===== src/rtl/brownout_dig_mc.sv =====
// brownout_dig_mc: multi-channel brownout supervisor digital core.
// Per channel: 2-flop synchroniser, debounce, one-shot hold-off FSM, sticky
// event flag and saturating event counter. Also trip-code decoders and
// RC-oscillator enable. Optional debug clock divider: define
// BROWNOUT_DBG_DIV_EN to build it; otherwise osc_ck_256 is tied low.
module brownout_dig_mc #(
    parameter int NCH     = 2,
    parameter int TRIP_W  = 3,
    parameter int CNT_W   = 16,
    parameter int SHORT_W = 12,
    parameter int DEB_W   = 4
) (
    input  logic                          osc_ck,
    input  logic                          rst,
    input  logic                          ena,
    input  logic                          force_rc_osc,
    input  logic                          force_short_oneshot,
    input  logic [DEB_W-1:0]              deb_cyc,
    input  logic [NCH-1:0]                brout_filt,
    input  logic [NCH-1:0]                clr_sticky,
    input  logic [TRIP_W-1:0]             otrip,
    input  logic [NCH*TRIP_W-1:0]         vtrip,
    output logic [(1<<TRIP_W)-1:0]        otrip_decoded,
    output logic [NCH*(1<<TRIP_W)-1:0]    vtrip_decoded,
    output logic                          osc_ena,
    output logic [NCH-1:0]                out_unbuf,
    output logic                          pwr_good_all,
    output logic [NCH-1:0]                timed_out,
    output logic [NCH-1:0]                sticky,
    output logic [NCH*8-1:0]              evt_cnt,
    output logic                          osc_ck_256
);
    localparam int DEC_W = 1 << TRIP_W;
    localparam int HI_W  = CNT_W - SHORT_W;

    typedef enum logic [2:0] {
        ST_OFF   = 3'd0,
        ST_START = 3'd1,
        ST_GOOD  = 3'd2,
        ST_TRIP  = 3'd3,
        ST_HOLD  = 3'd4
    } state_t;

    logic [NCH-1:0] good_vec;

    // Trip-code decoders (combinational one-hot)
    for (genvar gj = 0; gj < DEC_W; gj++) begin : g_odec
        assign otrip_decoded[gj] = (otrip == TRIP_W'(gj));
    end

    for (genvar gi = 0; gi < NCH; gi++) begin : g_ch
        for (genvar gj = 0; gj < DEC_W; gj++) begin : g_vdec
            assign vtrip_decoded[gi*DEC_W + gj] = (vtrip[gi*TRIP_W +: TRIP_W] == TRIP_W'(gj));
        end

        logic             sync1_reg;
        logic             s_reg;
        logic             d_reg;
        logic [DEB_W-1:0] deb_cnt_reg;
        state_t           state_reg, state_next;
        logic [CNT_W-1:0] cnt_reg, cnt_next, cnt_adv;
        logic [HI_W-1:0]  hi_inc;
        logic             start_cnt_reg, start_cnt_next;
        logic             evt;
        logic             sticky_reg;
        logic [7:0]       evt_cnt_reg;

        // Two-flop synchroniser for the asynchronous comparator output
        always_ff @(posedge osc_ck) begin
            if (rst) begin
                sync1_reg <= 1'b0;
                s_reg     <= 1'b0;
            end else begin
                sync1_reg <= brout_filt[gi];
                s_reg     <= sync1_reg;
            end
        end

        // Debounce: adopt s only after deb_cyc+1 consecutive differing samples
        always_ff @(posedge osc_ck) begin
            if (rst) begin
                d_reg       <= 1'b0;
                deb_cnt_reg <= '0;
            end else if (s_reg != d_reg) begin
                if (deb_cnt_reg == deb_cyc) begin
                    d_reg       <= s_reg;
                    deb_cnt_reg <= '0;
                end else begin
                    deb_cnt_reg <= deb_cnt_reg + DEB_W'(1);
                end
            end else begin
                deb_cnt_reg <= '0;
            end
        end

        // Hold-off FSM state, one-shot counter and start-delay register
        always_ff @(posedge osc_ck) begin
            if (rst) begin
                state_reg     <= ST_OFF;
                cnt_reg       <= '1;
                start_cnt_reg <= 1'b0;
            end else begin
                state_reg     <= state_next;
                cnt_reg       <= cnt_next;
                start_cnt_reg <= start_cnt_next;
            end
        end

        // Short mode bumps only the high counter field and fills the low bits
        assign hi_inc  = cnt_reg[CNT_W-1:SHORT_W] + HI_W'(1);
        assign cnt_adv = force_short_oneshot ? {hi_inc, {SHORT_W{1'b1}}}
                                             : cnt_reg + CNT_W'(1);

        // Next-state logic; evt flags an entry into TRIP that must be counted
        always_comb begin
            state_next     = state_reg;
            cnt_next       = cnt_reg;
            start_cnt_next = start_cnt_reg;
            evt            = 1'b0;
            if (!ena) begin
                state_next     = ST_OFF;
                cnt_next       = '1;
                start_cnt_next = 1'b0;
            end else begin
                case (state_reg)
                    ST_OFF: begin
                        state_next     = ST_START;
                        cnt_next       = '1;
                        start_cnt_next = 1'b0;
                    end
                    ST_START: begin
                        if (start_cnt_reg) begin
                            if (d_reg) begin
                                state_next = ST_TRIP;
                                cnt_next   = '0;
                            end else begin
                                state_next = ST_GOOD;
                            end
                        end else begin
                            start_cnt_next = 1'b1;
                        end
                    end
                    ST_GOOD: begin
                        if (d_reg) begin
                            state_next = ST_TRIP;
                            cnt_next   = '0;
                            evt        = 1'b1;
                        end
                    end
                    ST_TRIP: begin
                        cnt_next = '0;
                        if (!d_reg) state_next = ST_HOLD;
                    end
                    ST_HOLD: begin
                        if (d_reg) begin
                            state_next = ST_TRIP;
                            cnt_next   = '0;
                            evt        = 1'b1;
                        end else begin
                            cnt_next = cnt_adv;
                            if (cnt_adv == '1) state_next = ST_GOOD;
                        end
                    end
                    default: begin
                        state_next = ST_OFF;
                        cnt_next   = '1;
                    end
                endcase
            end
        end

        // Sticky flag and saturating event counter; a same-cycle event wins over clear
        always_ff @(posedge osc_ck) begin
            if (rst) begin
                sticky_reg  <= 1'b0;
                evt_cnt_reg <= '0;
            end else if (clr_sticky[gi]) begin
                sticky_reg  <= evt;
                evt_cnt_reg <= evt ? 8'd1 : 8'd0;
            end else if (evt) begin
                sticky_reg <= 1'b1;
                if (evt_cnt_reg != 8'hFF) evt_cnt_reg <= evt_cnt_reg + 8'd1;
            end
        end

        assign good_vec[gi]          = (state_reg == ST_GOOD);
        assign out_unbuf[gi]         = good_vec[gi];
        assign timed_out[gi]         = good_vec[gi];
        assign sticky[gi]            = sticky_reg;
        assign evt_cnt[gi*8 +: 8]    = evt_cnt_reg;
    end

    assign pwr_good_all = &good_vec;
    assign osc_ena      = force_rc_osc | (ena & ((|brout_filt) | ~(&good_vec)));

`ifdef BROWNOUT_DBG_DIV_EN
    logic [6:0] div_cnt_reg;
    logic       div_clk_reg;

    // Debug divider: toggle on every 128-cycle wrap while enabled
    always_ff @(posedge osc_ck) begin
        if (rst) begin
            div_cnt_reg <= '0;
            div_clk_reg <= 1'b0;
        end else if (!ena) begin
            div_cnt_reg <= '0;
        end else begin
            div_cnt_reg <= div_cnt_reg + 7'd1;
            if (div_cnt_reg == 7'h7F) div_clk_reg <= ~div_clk_reg;
        end
    end

    assign osc_ck_256 = div_clk_reg;
`else
    assign osc_ck_256 = 1'b0;
`endif

endmodule


===== config.mk =====
export PLATFORM = sky130hd
export DESIGN_NAME = brownout_dig_mc
export DESIGN_NICKNAME = d
export VERILOG_FILES = /design/src/rtl/brownout_dig_mc.sv
export SDC_FILE = /design/constraint.sdc
export NUM_CORES = 1
export LEC_CHECK = 0
export BUFFER_PORTS_ARGS = -buffer_cell sky130_fd_sc_hd__buf_2
export CAP_MARGIN = 20
export CORE_MARGIN = 5
export CORE_UTILIZATION = 45
export CTS_BUF_LIST = sky130_fd_sc_hd__clkbuf_8
export DETAILED_ROUTE_END_ITERATION = 10
export PLACE_DENSITY = 0.73
export SYNTH_ARGS = -nofsm -noshare
export SYNTH_HDL_FRONTEND = slang
export SYNTH_SLANG_ARGS = --single-unit

===== constraint.sdc =====
create_clock -name osc_ck -period 2 [get_ports osc_ck]
set_input_delay 0.4 -clock osc_ck [delete_from_list [all_inputs] [get_ports osc_ck]]
set_output_delay 0.4 -clock osc_ck [all_outputs]
set_load 0.05 [all_outputs]

=== Yosys cells after proc, flatten, opt, wreduce, memory -nomap -nowiden ===
Index checks and enable logic that the tools add are counted.

* Add/sub/neg operators: 8
* Equal/unequal tests: 45
* Multiplexer cells: 44
* Bitwise gates (word level): 7
* Reduce and logical (&&, ||, !) cells: 24

{| class="wikitable"
|+ Operator list
! operator !! number
|-
| $mux 16 || 8
|-
| $pmux 16 s4 || 2
|-
| $mux 8 || 6
|-
| $eq 3x3->1 const B || 14
|-
| $add 16x1->16 const B || 2
|-
| $eq 16x16->1 const B || 2
|-
| $eq 3x2->1 const B || 10
|-
| $mux 3 || 10
|-
| $pmux 3 s5 || 2
|-
| $add 4x1->4 const B || 4
|-
| $add 8x1->8 const B || 2
|-
| $ne 8x8->1 const B || 2
|-
| $eq 3x1->1 const B || 5
|-
| $logic_not 3->1 || 5
|-
| $mux 1 || 14
|-
| $reduce_bool 2->1 || 6
|-
| $reduce_and 2->1 || 5
|-
| $eq 4x4->1 || 2
|-
| $ne 2x2->1 const B || 4
|-
| $reduce_and 4->1 || 2
|-
| $reduce_or 2->1 || 4
|-
| $ne 3x3->1 const B || 2
|-
| $reduce_or 3->1 || 2
|-
| $ne 2x1->1 const B || 2
|-
| other kinds (5) || 11
|}

* Flip-flop bits (word level): 72
* Input port bits: 22
* Word-level logic and storage cells: 146

=== Depth between registers and ports, before layout ===
* Word-level depth: 6
* Depth in mapped cells: 8
* Mapped depth without buffers: 7

=== Worst setup path before layout ===
No wires, ideal clock.

* Path kind: flip-flop to output port
* From: register g_ch[0].state_reg[1]
* To: output port osc_ena
* Data arrival time: 2.782 ns
* Data required time: 1.600 ns
* Setup slack: -1.182 ns
* Cell stages (with the launch flop): 6
* Buffers on the path: 1
* Path through: dfxtp_1 clkbuf_1 nand2b_1 nor4_1 nand2_1 a21o_1

* Cells in the longest elaborated chain, start to end: 6

{| class="wikitable"
|+ RTL lines
! what !! line !! RTL
|-
| start: declaration || 60 || <nowiki>state_t state_reg, state_next;</nowiki>
|-
| start signal: assignment || 103 || <nowiki>state_reg <= state_next;</nowiki>
|-
| $eq 3x2->1 || 186 || <nowiki>assign good_vec[gi] = (state_reg == ST_GOOD);</nowiki>
|-
| $reduce_and 2->1 || -- ||
|-
| named net pwr_good_all || 27 || <nowiki>output logic pwr_good_all,</nowiki>
|-
| $not 1->1 || 194 || <nowiki>assign osc_ena = force_rc_osc | (ena & ((|brout_filt) | ~(&good_vec)));</nowiki>
|-
| $or 1x1->1 || 194 ||
|-
| $and 1x1->1 || 194 ||
|-
| $or 1x1->1 || 194 ||
|-
| end: declaration || 25 || <nowiki>output logic osc_ena,</nowiki>
|}

The timed path passes the listed nets, and every way through them passes these cells.

=== Worst setup path in the final report ===
* From: register g_ch[1].cnt_reg[1]
* To: register g_ch[1].state_reg[2]

* Cells in the longest elaborated chain, start to end: 5

{| class="wikitable"
|+ RTL lines
! what !! line !! RTL
|-
| start: declaration || 61 || <nowiki>logic [CNT_W-1:0] cnt_reg, cnt_next, cnt_adv;</nowiki>
|-
| start signal: assignment || 104 || <nowiki>cnt_reg <= cnt_next;</nowiki>
|-
| $add 16x1->16 || 112 || <nowiki>: cnt_reg + CNT_W'(1);</nowiki>
|-
| $mux 16 || 111 || <nowiki>assign cnt_adv = force_short_oneshot ? {hi_inc, {SHORT_W{1'b1}}}</nowiki>
|-
| $eq 16x16->1 || 161 || <nowiki>if (cnt_adv == '1) state_next = ST_GOOD;</nowiki>
|-
| $ne 3x3->1 (no line) || -- ||
|-
| $reduce_and 4->1 (no line) || -- ||
|-
| end signal: assignment || 103 ||
|-
| end: declaration || 60 ||
|}

No other way between the ends.
A chain may end at the register's enable or synchronous reset.

==> impl_metrics.yaml <==
sta:
  max_clock_freq_ghz: 0.518
  maxSlewHeadroom_pct: 63.8
  tightest_slew_ps: 542
  period_needed_ps: 1930
  final_hold_viol_count: 0
  timing.final.max_slew_violations: 0
  finalSetupTns_ps: 0
  post-route-period-util_pct: 96.6
  finalSetupViolations: 0
  fin_skew_ps: 8.73
critical_path:
  cp-start-kind: "register"
  crit_required_ps: 2250
  crit_path_end_kind: "register"
  critPathArrivalTime_ps: 2180
  path_max_fanout: 6
  crit_type: "register to register"
routing:
  viasPerCell: 5.59
  dr.pass1.iters: 8
  first_iter_violations: 408
  ant_nets: 0
  vias: 4313
  drc_errors: 0
  routed_wl_um: 11200
  post_drt_wl_per_cell_um: 14.5
grt:
  grt_usage_pct: 19.0
  grt.overflow.total: 0
  grt_pass1_vias: 4020
  antenna_found_initial: 0
  grt_first_pass_wirelength_um: 18300
  grt_max_degree: 24
worst_hold_path:
  min_path_type: "primary input to register"
logic_synthesis:
  syn_nets: 575
  yosysWarnings: 0
  seq_area_frac_synth_pct: 33.2
  syn_area_mm2: 0.00434
  syn_inst: 545
  ys.flop_type: "dfxtp_1"
  postSynth.asyncResetShare_pct: 0
  synth_area_per_cell_um2: 7.97
  synth-seq-cells: 72
  synth_cell_types: 58
  synth-edff-count: 0
clock_network:
  htree_levels: 3
  cts_hold_buf: 0
  clock_latency_ps: 350
  clkSlewWorstSetupHoldPaths_ps: 80
  max-clock-path-buffers: 2
  cts.sinks: 72
  tritoncts: "done"
  cts-root-buf: "clkbuf_8"
  cts_buffers: 9
power:
  peakVddDrop_mv: 0.386
  p_leak_nw: 2.36
  power.total_mw: 3.44
  power_density_mw_per_mm2: 639
place:
  routabilityCongestion: 0.974
  dpl.hpwl_um: 8140
  placed_area_mm2: 0.00502
  io_buffers: 69
cells_and_area:
  layout_common_cells: "69 x nor2_1, 68 x buf_2, 51 x dfxtp_1"
  final_nets: 668
  largest_reg_flops: 32
  area_growth_pct: 24.0
  diodes: 0
  post-route-util_pct: 57.7
  drive_above_1_share_pct: 27.4
  final_common_cell: "nor2_1"
  fillers: 812
  post-route-cell-area_mm2: 0.00538
floorplanning:
  die_area_mm2: 0.0117
  start_util_pct: 46.5
  rows: 35
  fp.dieW_um: 108
  pin_count: 71
  die_h_um: 108
  core_area_mm2: 0.00933
run:
  cap_violations: 0
outcome:
  outcome: "finished clean"
worst paths after layout:
| check | startpoint | to | slack, ps | cells after the start |
|---|---|---|---|---|
| worst min-delay path | clr_sticky[1] | g_ch[1].evt_cnt_reg[0] | 280 | 2 |
| worst max register to register | g_ch[1].cnt_reg[1] | g_ch[1].state_reg[2] | 70 | 7 |
| worst max-delay path | g_ch[1].cnt_reg[1] | g_ch[1].state_reg[2] | 70 | 7 |
| worst min register to register | g_ch[1].sync1_reg | g_ch[1].s_reg | 460 | 1 |
stage by stage:
stage               cells  setup WS, ps  hold slack (ps)
global route          772         -58.2              275
global placement      751          41.8              429
floorplan             545          -162              414
finish                772          67.7              281
detailed placement    751         -6.33              444
CTS                   768          2.21              277
power breakdown:
group | internal (mW) | switching, mW
clock | 0.740 | 0.584
sequential | 1.46 | 0.0366
combinational | 0.249 | 0.369
total | 2.45 | 0.990
area by class of cell:
cell class                 instances  area (um2)  area share [%]
multi-input combinational        430        2790            51.9
tap                              129         161            3.00
inverter                          13        48.8           0.906
timing repair buffer             112         674            12.5
clock buffer                      10         138            2.56
clock inverter                     6        92.6            1.72
sequential                        72        1480            27.4
critical path: stages (launching register included):
cell and delay (ps):
dfxtp_2 370, ha_1 210, nand3_2 130, o41ai_4 450, mux2i_1 130, a21oi_1 160, nand4_1 150, o21a_1 230
cells by family after synthesis:
kind of cell	after synthesis	synth area share (%)
compound gates	125	19.6
other cells	1	0.0864
buf+inv	43	4.38
flops	72	33.2
xor+xnor	50	10.1
fa+ha+maj	8	2.31
mux	9	2.10
simple gates	237	28.2
cell usage after synthesis (all sizes together), types with 3 or more instances:
cell	number	area, um2
a21o	3	22.5
nand2b	4	25.0
a41o	3	30.0
o22ai	14	87.6
or3	5	36.3
xnor2	20	175
xor2	30	263
dfxtp	72	1440
nand2	50	188
o31ai	4	35.0
nor3	11	55.1
o21ai	30	150
nand4	13	96.3
mux2i	8	80.1
and4	4	35.0
and3	10	62.6
nand3	27	148
nor4	9	71.3
inv	13	48.8
o31a	3	26.3
buf	12	73.8
and3b	6	52.6
a21oi	37	185
a211oi	3	22.5
clkbuf	18	67.6
o211ai	7	52.6
and2	3	18.8
nor3b	11	82.6
or2	4	25.0
nor2	70	263
ha	8	100
nor2b	8	50.1
o21a	3	22.5
routing by layer:
metal | part of all wire (%) | global-route usage, %
met3 | 6.1 | 3.70
met4 | 1.5 | 6.49
met5 | 0 | 0
met1 | 44 | 23.9
met2 | 49 | 32.3
what timing repair did:
item	4_1_cts	5_1_grt
pin swaps	1	9
gates resized for setup	6	30
setup endpoints to repair	3	6
buffers inserted	1	4
(Power assumes the default switching activity.)
